## src/rtl/exec_bypass_alu_pkg.sv

```systemverilog
// Shared definitions for the execute stage (exec_bypass_alu).
// Holds the opcode and aluop constants, the ALU operation enum, the
// forwarding select encodings and the register-writer predicate.
package exec_pkg;

  localparam logic [4:0] OP_RTYPE = 5'b00000;
  localparam logic [4:0] OP_BNE   = 5'b00010;
  localparam logic [4:0] OP_JAL   = 5'b00011;
  localparam logic [4:0] OP_ADDI  = 5'b00101;
  localparam logic [4:0] OP_BLT   = 5'b00110;
  localparam logic [4:0] OP_SW    = 5'b00111;
  localparam logic [4:0] OP_LW    = 5'b01000;
  localparam logic [4:0] OP_SETX  = 5'b10101;

  localparam logic [4:0] ALUOP_ADD = 5'b00000;
  localparam logic [4:0] ALUOP_SUB = 5'b00001;
  localparam logic [4:0] ALUOP_AND = 5'b00010;
  localparam logic [4:0] ALUOP_OR  = 5'b00011;
  localparam logic [4:0] ALUOP_SLL = 5'b00100;
  localparam logic [4:0] ALUOP_SRA = 5'b00101;

  typedef enum logic [2:0] {
    ALU_ADD,
    ALU_SUB,
    ALU_AND,
    ALU_OR,
    ALU_SLL,
    ALU_SRA,
    ALU_NONE
  } alu_op_e;

  typedef enum logic [1:0] {
    SEL_XM = 2'd0,
    SEL_MW = 2'd1,
    SEL_RF = 2'd2
  } sel_e;

  // Opcodes that write their rd field back to the register file.
  function automatic logic is_writer(input logic [4:0] op);
    return (op == OP_RTYPE) || (op == OP_ADDI) || (op == OP_JAL) ||
           (op == OP_SETX)  || (op == OP_LW);
  endfunction

endpackage

```

## src/rtl/exec_bypass_alu_if.sv

```systemverilog
// Signal bundle between the pipeline registers and the execute stage.
// master: pipeline side (drives DX/XM/MW state, observes execute outputs).
// slave : the execute stage itself.
interface exec_bypass_alu_if;
  logic [31:0] dx_ir;
  logic [31:0] dx_pc;
  logic [31:0] dx_a;
  logic [31:0] dx_b;
  logic [31:0] xm_ir;
  logic [31:0] xm_o;
  logic [31:0] mw_ir;
  logic [31:0] mw_data;
  logic [1:0]  sel_a;
  logic [1:0]  sel_b;
  logic        sel_dmem;
  logic [31:0] br_target;
  logic [31:0] res_q;
  logic [31:0] b_q;
  logic        ne_q;
  logic        lt_q;
  logic        ovf_q;

  modport master (
    output dx_ir, dx_pc, dx_a, dx_b, xm_ir, xm_o, mw_ir, mw_data,
    input  sel_a, sel_b, sel_dmem, br_target, res_q, b_q, ne_q, lt_q, ovf_q
  );

  modport slave (
    input  dx_ir, dx_pc, dx_a, dx_b, xm_ir, xm_o, mw_ir, mw_data,
    output sel_a, sel_b, sel_dmem, br_target, res_q, b_q, ne_q, lt_q, ovf_q
  );
endinterface

```

## src/rtl/exec_bypass_alu_alu_core.sv

```systemverilog
// alu_core: combinational 32-bit ALU.
// Ports: a, b (operands), op (alu_op_e), shamt (shift amount)
//        -> result, ne (a-b != 0), lt (signed a<b), ovf (add/sub overflow).
module alu_core
  import exec_pkg::*;
(
  input  logic [31:0] a,
  input  logic [31:0] b,
  input  alu_op_e     op,
  input  logic [4:0]  shamt,
  output logic [31:0] result,
  output logic        ne,
  output logic        lt,
  output logic        ovf
);

  function automatic logic [31:0] ripple_add(input logic [31:0] x, input logic [31:0] y,
                                             input logic cin);
    logic        c;
    logic [31:0] s;
    c = cin;
    for (int unsigned i = 0; i < 32; i++) begin
      s[i] = x[i] ^ y[i] ^ c;
      c    = (x[i] & y[i]) | (c & (x[i] ^ y[i]));
    end
    return s;
  endfunction

  logic [31:0] sum;
  logic [31:0] diff;
  logic        ovf_add;
  logic        ovf_sub;

  always_comb begin
    sum     = ripple_add(a, b, 1'b0);
    diff    = ripple_add(a, ~b, 1'b1);
    ovf_add = (a[31] == b[31]) && (sum[31] != a[31]);
    ovf_sub = (a[31] != b[31]) && (diff[31] != a[31]);
    // Flags always come from a-b; the overflow term restores the true sign.
    ne      = |diff;
    lt      = diff[31] ^ ovf_sub;
    result  = '0;
    ovf     = 1'b0;
    case (op)
      ALU_ADD: begin result = sum;  ovf = ovf_add; end
      ALU_SUB: begin result = diff; ovf = ovf_sub; end
      ALU_AND: result = a & b;
      ALU_OR:  result = a | b;
      ALU_SLL: result = a << shamt;
      ALU_SRA: result = $unsigned($signed(a) >>> shamt);
      default: result = '0;
    endcase
  end

endmodule

```

## src/rtl/exec_bypass_alu.sv

```systemverilog
// exec_bypass_alu: execute stage of the 5-stage pipeline.
// Forwarding control, operand muxing, ALU and branch-target adder; registers
// ALU result, store data and flags toward XM.
// Ports: clock, reset (sync, active-high), bus (exec_bypass_alu_if.slave).
// Macro EXEC_BYPASS_EN: enables XM/MW forwarding; when undefined the operand
// selects are fixed to the register file and sel_dmem is fixed to 1.
module exec_bypass_alu
  import exec_pkg::*;
(
  input  logic               clock,
  input  logic               reset,
  exec_bypass_alu_if.slave   bus
);

  logic [4:0]  dx_op, dx_rd, dx_rs, dx_rt, dx_sh, dx_aluop, src_b;
  logic [31:0] imm_sext;
  sel_e        sel_a_v, sel_b_v;
  logic        sel_dmem_v;
  logic [31:0] fwd_a, fwd_b, alu_b, alu_res;
  alu_op_e     alu_op;
  logic        alu_ne, alu_lt, alu_ovf;
  logic        unused_bits;

  assign dx_op    = bus.dx_ir[31:27];
  assign dx_rd    = bus.dx_ir[26:22];
  assign dx_rs    = bus.dx_ir[21:17];
  assign dx_rt    = bus.dx_ir[16:12];
  assign dx_sh    = bus.dx_ir[11:7];
  assign dx_aluop = bus.dx_ir[6:2];
  assign src_b    = ((dx_op == OP_SW) || (dx_op == OP_BNE) || (dx_op == OP_BLT)) ? dx_rd : dx_rt;
  assign imm_sext = {{15{bus.dx_ir[16]}}, bus.dx_ir[16:0]};
  assign bus.br_target = bus.dx_pc + imm_sext;

`ifdef EXEC_BYPASS_EN
  logic [4:0] xm_op, xm_rd, mw_op, mw_rd;
  logic       xm_wr, mw_wr;

  assign xm_op = bus.xm_ir[31:27];
  assign xm_rd = bus.xm_ir[26:22];
  assign mw_op = bus.mw_ir[31:27];
  assign mw_rd = bus.mw_ir[26:22];
  assign xm_wr = is_writer(xm_op) && (xm_rd != '0);
  assign mw_wr = is_writer(mw_op) && (mw_rd != '0);

  function automatic sel_e fwd_sel(input logic [4:0] src, input logic xw, input logic [4:0] xd,
                                   input logic mwv, input logic [4:0] md);
    if (xw && (xd == src))   return SEL_XM;
    if (mwv && (md == src))  return SEL_MW;
    return SEL_RF;
  endfunction

  assign sel_a_v     = fwd_sel(dx_rs, xm_wr, xm_rd, mw_wr, mw_rd);
  assign sel_b_v     = fwd_sel(src_b, xm_wr, xm_rd, mw_wr, mw_rd);
  assign sel_dmem_v  = !((xm_op == OP_SW) && mw_wr && (mw_rd == xm_rd));
  assign unused_bits = ^{bus.dx_ir[1:0], bus.xm_ir[21:0], bus.mw_ir[21:0]};
`else
  assign sel_a_v     = SEL_RF;
  assign sel_b_v     = SEL_RF;
  assign sel_dmem_v  = 1'b1;
  assign unused_bits = ^{bus.dx_ir[1:0], bus.xm_ir, bus.mw_ir};
`endif

  assign bus.sel_a    = sel_a_v;
  assign bus.sel_b    = sel_b_v;
  assign bus.sel_dmem = sel_dmem_v;

  always_comb begin
    case (sel_a_v)
      SEL_XM:  fwd_a = bus.xm_o;
      SEL_MW:  fwd_a = bus.mw_data;
      default: fwd_a = bus.dx_a;
    endcase
    case (sel_b_v)
      SEL_XM:  fwd_b = bus.xm_o;
      SEL_MW:  fwd_b = bus.mw_data;
      default: fwd_b = bus.dx_b;
    endcase
  end

  // Immediate ops and branches override the ALU op; every other opcode
  // (R-type and the non-ALU ones) is decoded from the aluop field.
  always_comb begin
    alu_b  = fwd_b;
    alu_op = ALU_NONE;
    if ((dx_op == OP_ADDI) || (dx_op == OP_SW) || (dx_op == OP_LW)) begin
      alu_b  = imm_sext;
      alu_op = ALU_ADD;
    end else if ((dx_op == OP_BNE) || (dx_op == OP_BLT)) begin
      alu_op = ALU_SUB;
    end else begin
      case (dx_aluop)
        ALUOP_ADD: alu_op = ALU_ADD;
        ALUOP_SUB: alu_op = ALU_SUB;
        ALUOP_AND: alu_op = ALU_AND;
        ALUOP_OR:  alu_op = ALU_OR;
        ALUOP_SLL: alu_op = ALU_SLL;
        ALUOP_SRA: alu_op = ALU_SRA;
        default:   alu_op = ALU_NONE;
      endcase
    end
  end

  alu_core u_alu (
    .a      (fwd_a),
    .b      (alu_b),
    .op     (alu_op),
    .shamt  (dx_sh),
    .result (alu_res),
    .ne     (alu_ne),
    .lt     (alu_lt),
    .ovf    (alu_ovf)
  );

  always_ff @(posedge clock) begin
    if (reset) begin
      bus.res_q <= '0;
      bus.b_q   <= '0;
      bus.ne_q  <= 1'b0;
      bus.lt_q  <= 1'b0;
      bus.ovf_q <= 1'b0;
    end else begin
      bus.res_q <= alu_res;
      bus.b_q   <= fwd_b;
      bus.ne_q  <= alu_ne;
      bus.lt_q  <= alu_lt;
      bus.ovf_q <= alu_ovf;
    end
  end

endmodule

```

## src/flat_wrapper.sv

```systemverilog
// flat-port wrapper written by rule: the top's interface ports become plain ports
module exec_bypass_alu_flat import exec_pkg::*;
  (clock, reset, bus_dx_ir, bus_dx_pc, bus_dx_a, bus_dx_b, bus_xm_ir, bus_xm_o, bus_mw_ir, bus_mw_data, bus_sel_a, bus_sel_b, bus_sel_dmem, bus_br_target, bus_res_q, bus_b_q, bus_ne_q, bus_lt_q, bus_ovf_q);
  exec_bypass_alu_if bus_i ();
  input  logic clock;
  input  logic reset;
  input wire logic [$bits(bus_i.dx_ir)-1:0] bus_dx_ir;
  input wire logic [$bits(bus_i.dx_pc)-1:0] bus_dx_pc;
  input wire logic [$bits(bus_i.dx_a)-1:0] bus_dx_a;
  input wire logic [$bits(bus_i.dx_b)-1:0] bus_dx_b;
  input wire logic [$bits(bus_i.xm_ir)-1:0] bus_xm_ir;
  input wire logic [$bits(bus_i.xm_o)-1:0] bus_xm_o;
  input wire logic [$bits(bus_i.mw_ir)-1:0] bus_mw_ir;
  input wire logic [$bits(bus_i.mw_data)-1:0] bus_mw_data;
  output wire logic [$bits(bus_i.sel_a)-1:0] bus_sel_a;
  output wire logic [$bits(bus_i.sel_b)-1:0] bus_sel_b;
  output wire logic [$bits(bus_i.sel_dmem)-1:0] bus_sel_dmem;
  output wire logic [$bits(bus_i.br_target)-1:0] bus_br_target;
  output wire logic [$bits(bus_i.res_q)-1:0] bus_res_q;
  output wire logic [$bits(bus_i.b_q)-1:0] bus_b_q;
  output wire logic [$bits(bus_i.ne_q)-1:0] bus_ne_q;
  output wire logic [$bits(bus_i.lt_q)-1:0] bus_lt_q;
  output wire logic [$bits(bus_i.ovf_q)-1:0] bus_ovf_q;
  assign bus_i.dx_ir = bus_dx_ir;
  assign bus_i.dx_pc = bus_dx_pc;
  assign bus_i.dx_a = bus_dx_a;
  assign bus_i.dx_b = bus_dx_b;
  assign bus_i.xm_ir = bus_xm_ir;
  assign bus_i.xm_o = bus_xm_o;
  assign bus_i.mw_ir = bus_mw_ir;
  assign bus_i.mw_data = bus_mw_data;
  assign bus_sel_a = bus_i.sel_a;
  assign bus_sel_b = bus_i.sel_b;
  assign bus_sel_dmem = bus_i.sel_dmem;
  assign bus_br_target = bus_i.br_target;
  assign bus_res_q = bus_i.res_q;
  assign bus_b_q = bus_i.b_q;
  assign bus_ne_q = bus_i.ne_q;
  assign bus_lt_q = bus_i.lt_q;
  assign bus_ovf_q = bus_i.ovf_q;
  exec_bypass_alu u_core (.clock(clock), .reset(reset), .bus(bus_i));
endmodule
```

## config.mk

```make
export PLATFORM = sky130hd
export DESIGN_NAME = exec_bypass_alu_flat
export DESIGN_NICKNAME = d
export VERILOG_FILES = /design/src/rtl/exec_bypass_alu_pkg.sv /design/src/rtl/exec_bypass_alu_if.sv /design/src/rtl/exec_bypass_alu_alu_core.sv /design/src/rtl/exec_bypass_alu.sv /design/src/flat_wrapper.sv
export SDC_FILE = /design/constraint.sdc
export NUM_CORES = 1
export LEC_CHECK = 0
export ABC_AREA = 0
export CAP_MARGIN = 30
export CORE_ASPECT_RATIO = 2
export CORE_UTILIZATION = 52
export DETAILED_ROUTE_END_ITERATION = 8
export GPL_TIMING_DRIVEN = 0
export MAX_ROUTING_LAYER = met4
export PLACE_DENSITY = 0.87
export SLEW_MARGIN = 15
export SYNTH_ARGS = -nofsm -noshare
export SYNTH_HDL_FRONTEND = slang
export SYNTH_SLANG_ARGS = --single-unit
```

## constraint.sdc

```tcl
create_clock -name clock -period 44.2 [get_ports clock]
set_input_delay 8.84 -clock clock [delete_from_list [all_inputs] [get_ports clock]]
set_output_delay 8.84 -clock clock [all_outputs]
set_load 0.1 [all_outputs]
```

==> reports/metrics.yaml, run 1 <==
synthesis:
  synthFlopType: "dfxtp_1"
  unique_cell_type_count_in_the_yosys_netlist: 81
  synth_area_leaders: "mux4_2 (12%), dfxtp_1 (12%), fa_1 (11%)"
  async_flop_share: 0
  synth_seq_area_share: 0.119
  postSynthCellCount: 1378
  yosysTopAreaCellShare: 0.121
  synth_edf_count: 0
  synth_area_leader_cell: "mux4_2"
  synth-seq-cells: 67
  synth_area_per_cell_um2: 8.21
  synth_area_um2: 11300
  ys.warnings.count: 0
cts:
  clock_buffers_created_by_tritoncts: 9
  post_cts_hold_buffer_count: 0
  postCtsSetupBuffers: 0
  cts-root-to-sink-buffers: 2
  htree_num_levels: 3
  cts.repair.resized: 0
  ctsRootBufferMaster: "clkbuf_16"
  numClockSinks: 67
placement:
  post-dp-hpwl_um: 47900
  numPlacedInstances: 1874
  gp_congestion: 1.16
  place.port_buffers: 218
die:
  effective_utilization_at_floorplan: 0.529
  die_x_um: 106
  floorplan.io_pins: 362
  dieHeight_um: 211
  rows: 76
grt:
  first_global_vias: 14400
  grt_max_degree: 18
  track_usage: 0.587
  grt-ovfl-total: 3
  grt_first_pass_wirelength_um: 92300
run_status:
  run.stop_error: "[ERROR GRT-0116] Global routing finished with congestion. Check the congestion regions in the DRC Viewer."
  stop_stage: "global routing (5_1_grt)"
  status: "aborted with a tool error"
-- per-stage QoR --
stage | worst slack (ns) | area, µm²
after floorplan | 20.59 | 11300
after global placement | 18.69 | 13900
after detailed placement | 18.51 | 13900
after CTS | 18.86 | 14200
-- routing by layer --
| layer | track usage | overflow |
|---|---|---|
| met5 | - | - |
| met4 | 0.681 | 2 |
| met3 | 0.281 | 0 |
| met2 | 0.864 | 1 |
| met1 | 0.501 | 0 |
-- cells by family after synthesis --
group,share of synthesized area
DFF,0.119
adders and majority gates,0.216
other,0.000664
muxes,0.174
AOI/OAI and AO/OA,0.223
buffers and inverters,0.0828
and+or+nand+nor,0.167
xor gates and xnor gates,0.0178
-- cells in the mapped netlist, types with 21 or more instances --
master and count:
a211oi_1 34, a21o_1 40, a21oi_1 110, a31oi_1 22, buf_2 29, clkbuf_1 61, dfxtp_1 67, fa_1 62
ha_1 96, inv_1 82, mux2i_1 52, mux4_2 61, nand2_1 115, nor2_1 169, nor2b_1 36, nor3_1 21
o21ai_0 38, o21ai_1 21, o22ai_1 27
==> inputs of run 2 (changes only) <==
- CORE_ASPECT_RATIO: 2 -> default
- CORE_UTILIZATION: 52 -> 40
- MAX_ROUTING_LAYER: met4 -> default
- PLACE_DENSITY: 0.87 -> default
- PLACE_DENSITY_LB_ADDON: default -> 0.15
==> run 2 against run 1 <==
Against the previous run:
- the flow now finishes without violations
- area after synthesis unchanged
- synthesized cell count did not move
==> reports/metrics.yaml, run 2 <==
routing:
  dr.first_iter.drc_count: 1689
  vias: 12700
  detail-route-antenna-nets: 0
  vias_per_cell: 6.36
  detail_route.wl_per_cell_um: 28.4
  post-route-drc-count: 0
  drt-pass1-iter-count: 5
  drt_wl_total_um: 56600
critical_path:
  cp-endpoint: "u_core.bus.ne_q"
  timing.critical_path.from_type: "input pin"
  ws_path_type: "input pin to flop"
  critical_path_required_ns: 44.40
  critical-path-slowest-cell: "fa_1"
  startpoint: "bus_dx_ir[27]"
  slowest_delay_ns: 0.64
  endpoint_kind: "flop"
  critical_path.max_fanout: 10
  timing.critical_path.mode_cell: "fa_1"
  worst-endpoint-arrival_ns: 25.33
placement:
  post-dp-hpwl_um: 44700
  numPlacedInstances: 1978
  place.port_buffers: 218
  gp_congestion: 1.07
timing:
  setup_total_negative_slack_ns: 0
  fin_crit_ns: 25.12
  drv_slew: 0
  fin_crit_sh: 0.568
  fmax_ghz: 0.0398
  rsz_0062_raised_after_global_routing: "no"
  slew_headroom: 0.294
  max_slew.worst_pin.slew_ns: 1.06
  fin_hold_viols: 0
  report.final.setup_viol: 0
grt:
  grt_first_pass_wirelength_um: 81500
  grt_util_met3: 0.115
  grt-ovfl-total: 0
  grt_busiest_layer: "met2"
  met2_usage: 0.596
  grt_max_degree: 18
  track_usage: 0.393
  first_global_vias: 12100
  grtUsageMet1: 0.512
  grt_antenna_before_repair: 2
die:
  effective_utilization_at_floorplan: 0.407
  dieHeight_um: 170
  floorplan.io_pins: 362
  fp.coreArea_um2: 27800
  die_x_um: 170
  rows: 61
  die_area_um2: 29000
cells_and_area:
  fin_nets: 2027
  mostFrequentLayoutCell: "clkdlybuf4s50_1"
  layout.cells.most_common_list: "clkdlybuf4s50_1 (218), nor2_1 (169), nand2_1 (115)"
  ff_latch_area_um2: 1340
  post_route_cells_drive_above_1_share: 0.0965
  area_growth_pct: 26.4
  biggestRegsByFlops: "u_core.bus.b_q x32, u_core.bus.res_q x32"
  fin_cells: 1995
  nFillCells: 2801
  multi_input_gate_area_um2: 9050
synthesis:
  synth-seq-cells: 67
  async_flop_share: 0
  ys_top_cells_by_count: "nor2_1 (169), nand2_1 (115), a21oi_1 (110), ha_1 (96), inv_1 (82)"
  unique_cell_type_count_in_the_yosys_netlist: 81
  synth_edf_count: 0
  synth_area_leaders: "mux4_2 (12%), dfxtp_1 (12%), fa_1 (11%)"
  post-synth-top-count-cell: "nor2_1"
  postSynthCellCount: 1378
  synth_seq_area_share: 0.119
  synth_area_per_cell_um2: 8.21
  ys.warnings.count: 0
  synth_area_um2: 11300
  synth_area_leader_cell: "mux4_2"
  synthFlopType: "dfxtp_1"
  yosysTopAreaCellShare: 0.121
power:
  max-vdd-ir-drop_uv: 27.3
  total_leakage_power_uw: 0.00589
  p_per_area_nw_per_um2: 26.6
cts:
  cts.reportedPaths.clkPinSlew_ns: 0.07
  ctsRootBufferMaster: "clkbuf_16"
  postCtsSetupBuffers: 0
  cts-root-to-sink-buffers: 2
  tritoncts: "yes"
  cts.repair.resized: 0
  numClockSinks: 67
  htree_num_levels: 3
  clock_buffers_created_by_tritoncts: 9
  post_cts_hold_buffer_count: 0
run_status:
  status: "finished clean"
worst_hold_path:
  min_delay_path_depth: 2
  holdCritPathClass: "input pin to flop"
flow_run:
  timing.max_cap.violations: 0
run 2: cell counts after synthesis:
Identical to the previous run, type by type.
run 2: worst max-delay path: cells and delay by family:
family | cells | cell delay (ns)
and+or+nand+nor | 5 | 1.43
buffers and inverters | 5 | 1.23
adders and majority gates | 32 | 13.45
AOI/OAI and AO/OA | 2 | 0.36
run 2: where the power goes:
group          switching, µW  internal (µW)
logic                    166           74.8
clock network           32.5           43.6
registers              0.643           62.9
total                    199            181
run 2: per-layer routing:
layer | part of all wire | routed length [µm] | vias to the layer above
met3 | 0.13 | 7220 | 189
met1 | 0.40 | 22500 | 6100
met4 | 0.052 | 2920 | 2
met5 | 0.00019 | 11 | -
met2 | 0.42 | 24000 | 996
li1 | - | - | 5411
run 2: logic make-up after synthesis:
logic type | Yosys count | synth area share
AO/OA/AOI/OAI | 385 | 0.223
AND/OR/NAND/NOR | 417 | 0.167
buffers and inverters | 206 | 0.0828
flip-flops | 67 | 0.119
adder cells (fa/ha/maj) | 158 | 0.216
other | 2 | 0.000664
multiplexers | 120 | 0.174
XOR/XNOR | 23 | 0.0178
run 2: through the flow:
| stage | utilization | power, µW | worst slack [ns] | hold slack, ns | instance area (µm²) |
|---|---|---|---|---|---|
| 5_1_grt | 0.515 | 393 | 18.58 | 9.07 | 14300 |
| 4_1_cts | 0.515 | 375 | 19.05 | 9.06 | 14300 |
| 3_3_place_gp | 0.503 | 299 | 18.79 | 9.43 | 14000 |
| 3_5_place_dp | 0.504 | 299 | 18.79 | 9.43 | 14000 |
| 2_1_floorplan | - | 225 | 20.59 | 8.91 | 11300 |
| 6_report | 0.515 | 380 | 19.08 | 9.06 | 14300 |
run 2: layout make-up:
| type | instances | share of cell area |
|---|---|---|
| inverter | 90 | 0.0236 |
| tap | 378 | 0.0331 |
| buffer | 116 | 0.0419 |
| clock inverter | 5 | 0.00376 |
| multi-input combinational | 1108 | 0.633 |
| clock buffer | 11 | 0.0163 |
| timing repair buffer | 219 | 0.155 |
| sequential | 67 | 0.0938 |
| antenna | 1 | 0.000175 |
run 2: worst min path at each step:
| stage | startpoint | slack [ns] | to |
|---|---|---|---|
| detailed placement | bus_dx_b[2] | 9.43 | u_core.bus.b_q[2] |
| CTS | bus_dx_b[2] | 9.06 | u_core.bus.b_q[2] |
| global placement | bus_dx_b[20] | 9.43 | u_core.bus.b_q[20] |
| global route | bus_dx_b[18] | 9.07 | u_core.bus.b_q[18] |
| finish | bus_dx_b[2] | 9.06 | u_core.bus.b_q[2] |
| floorplan | reset | 8.91 | u_core.bus.b_q[10] |
No activity file was read; power rests on OpenSTA's default activity.
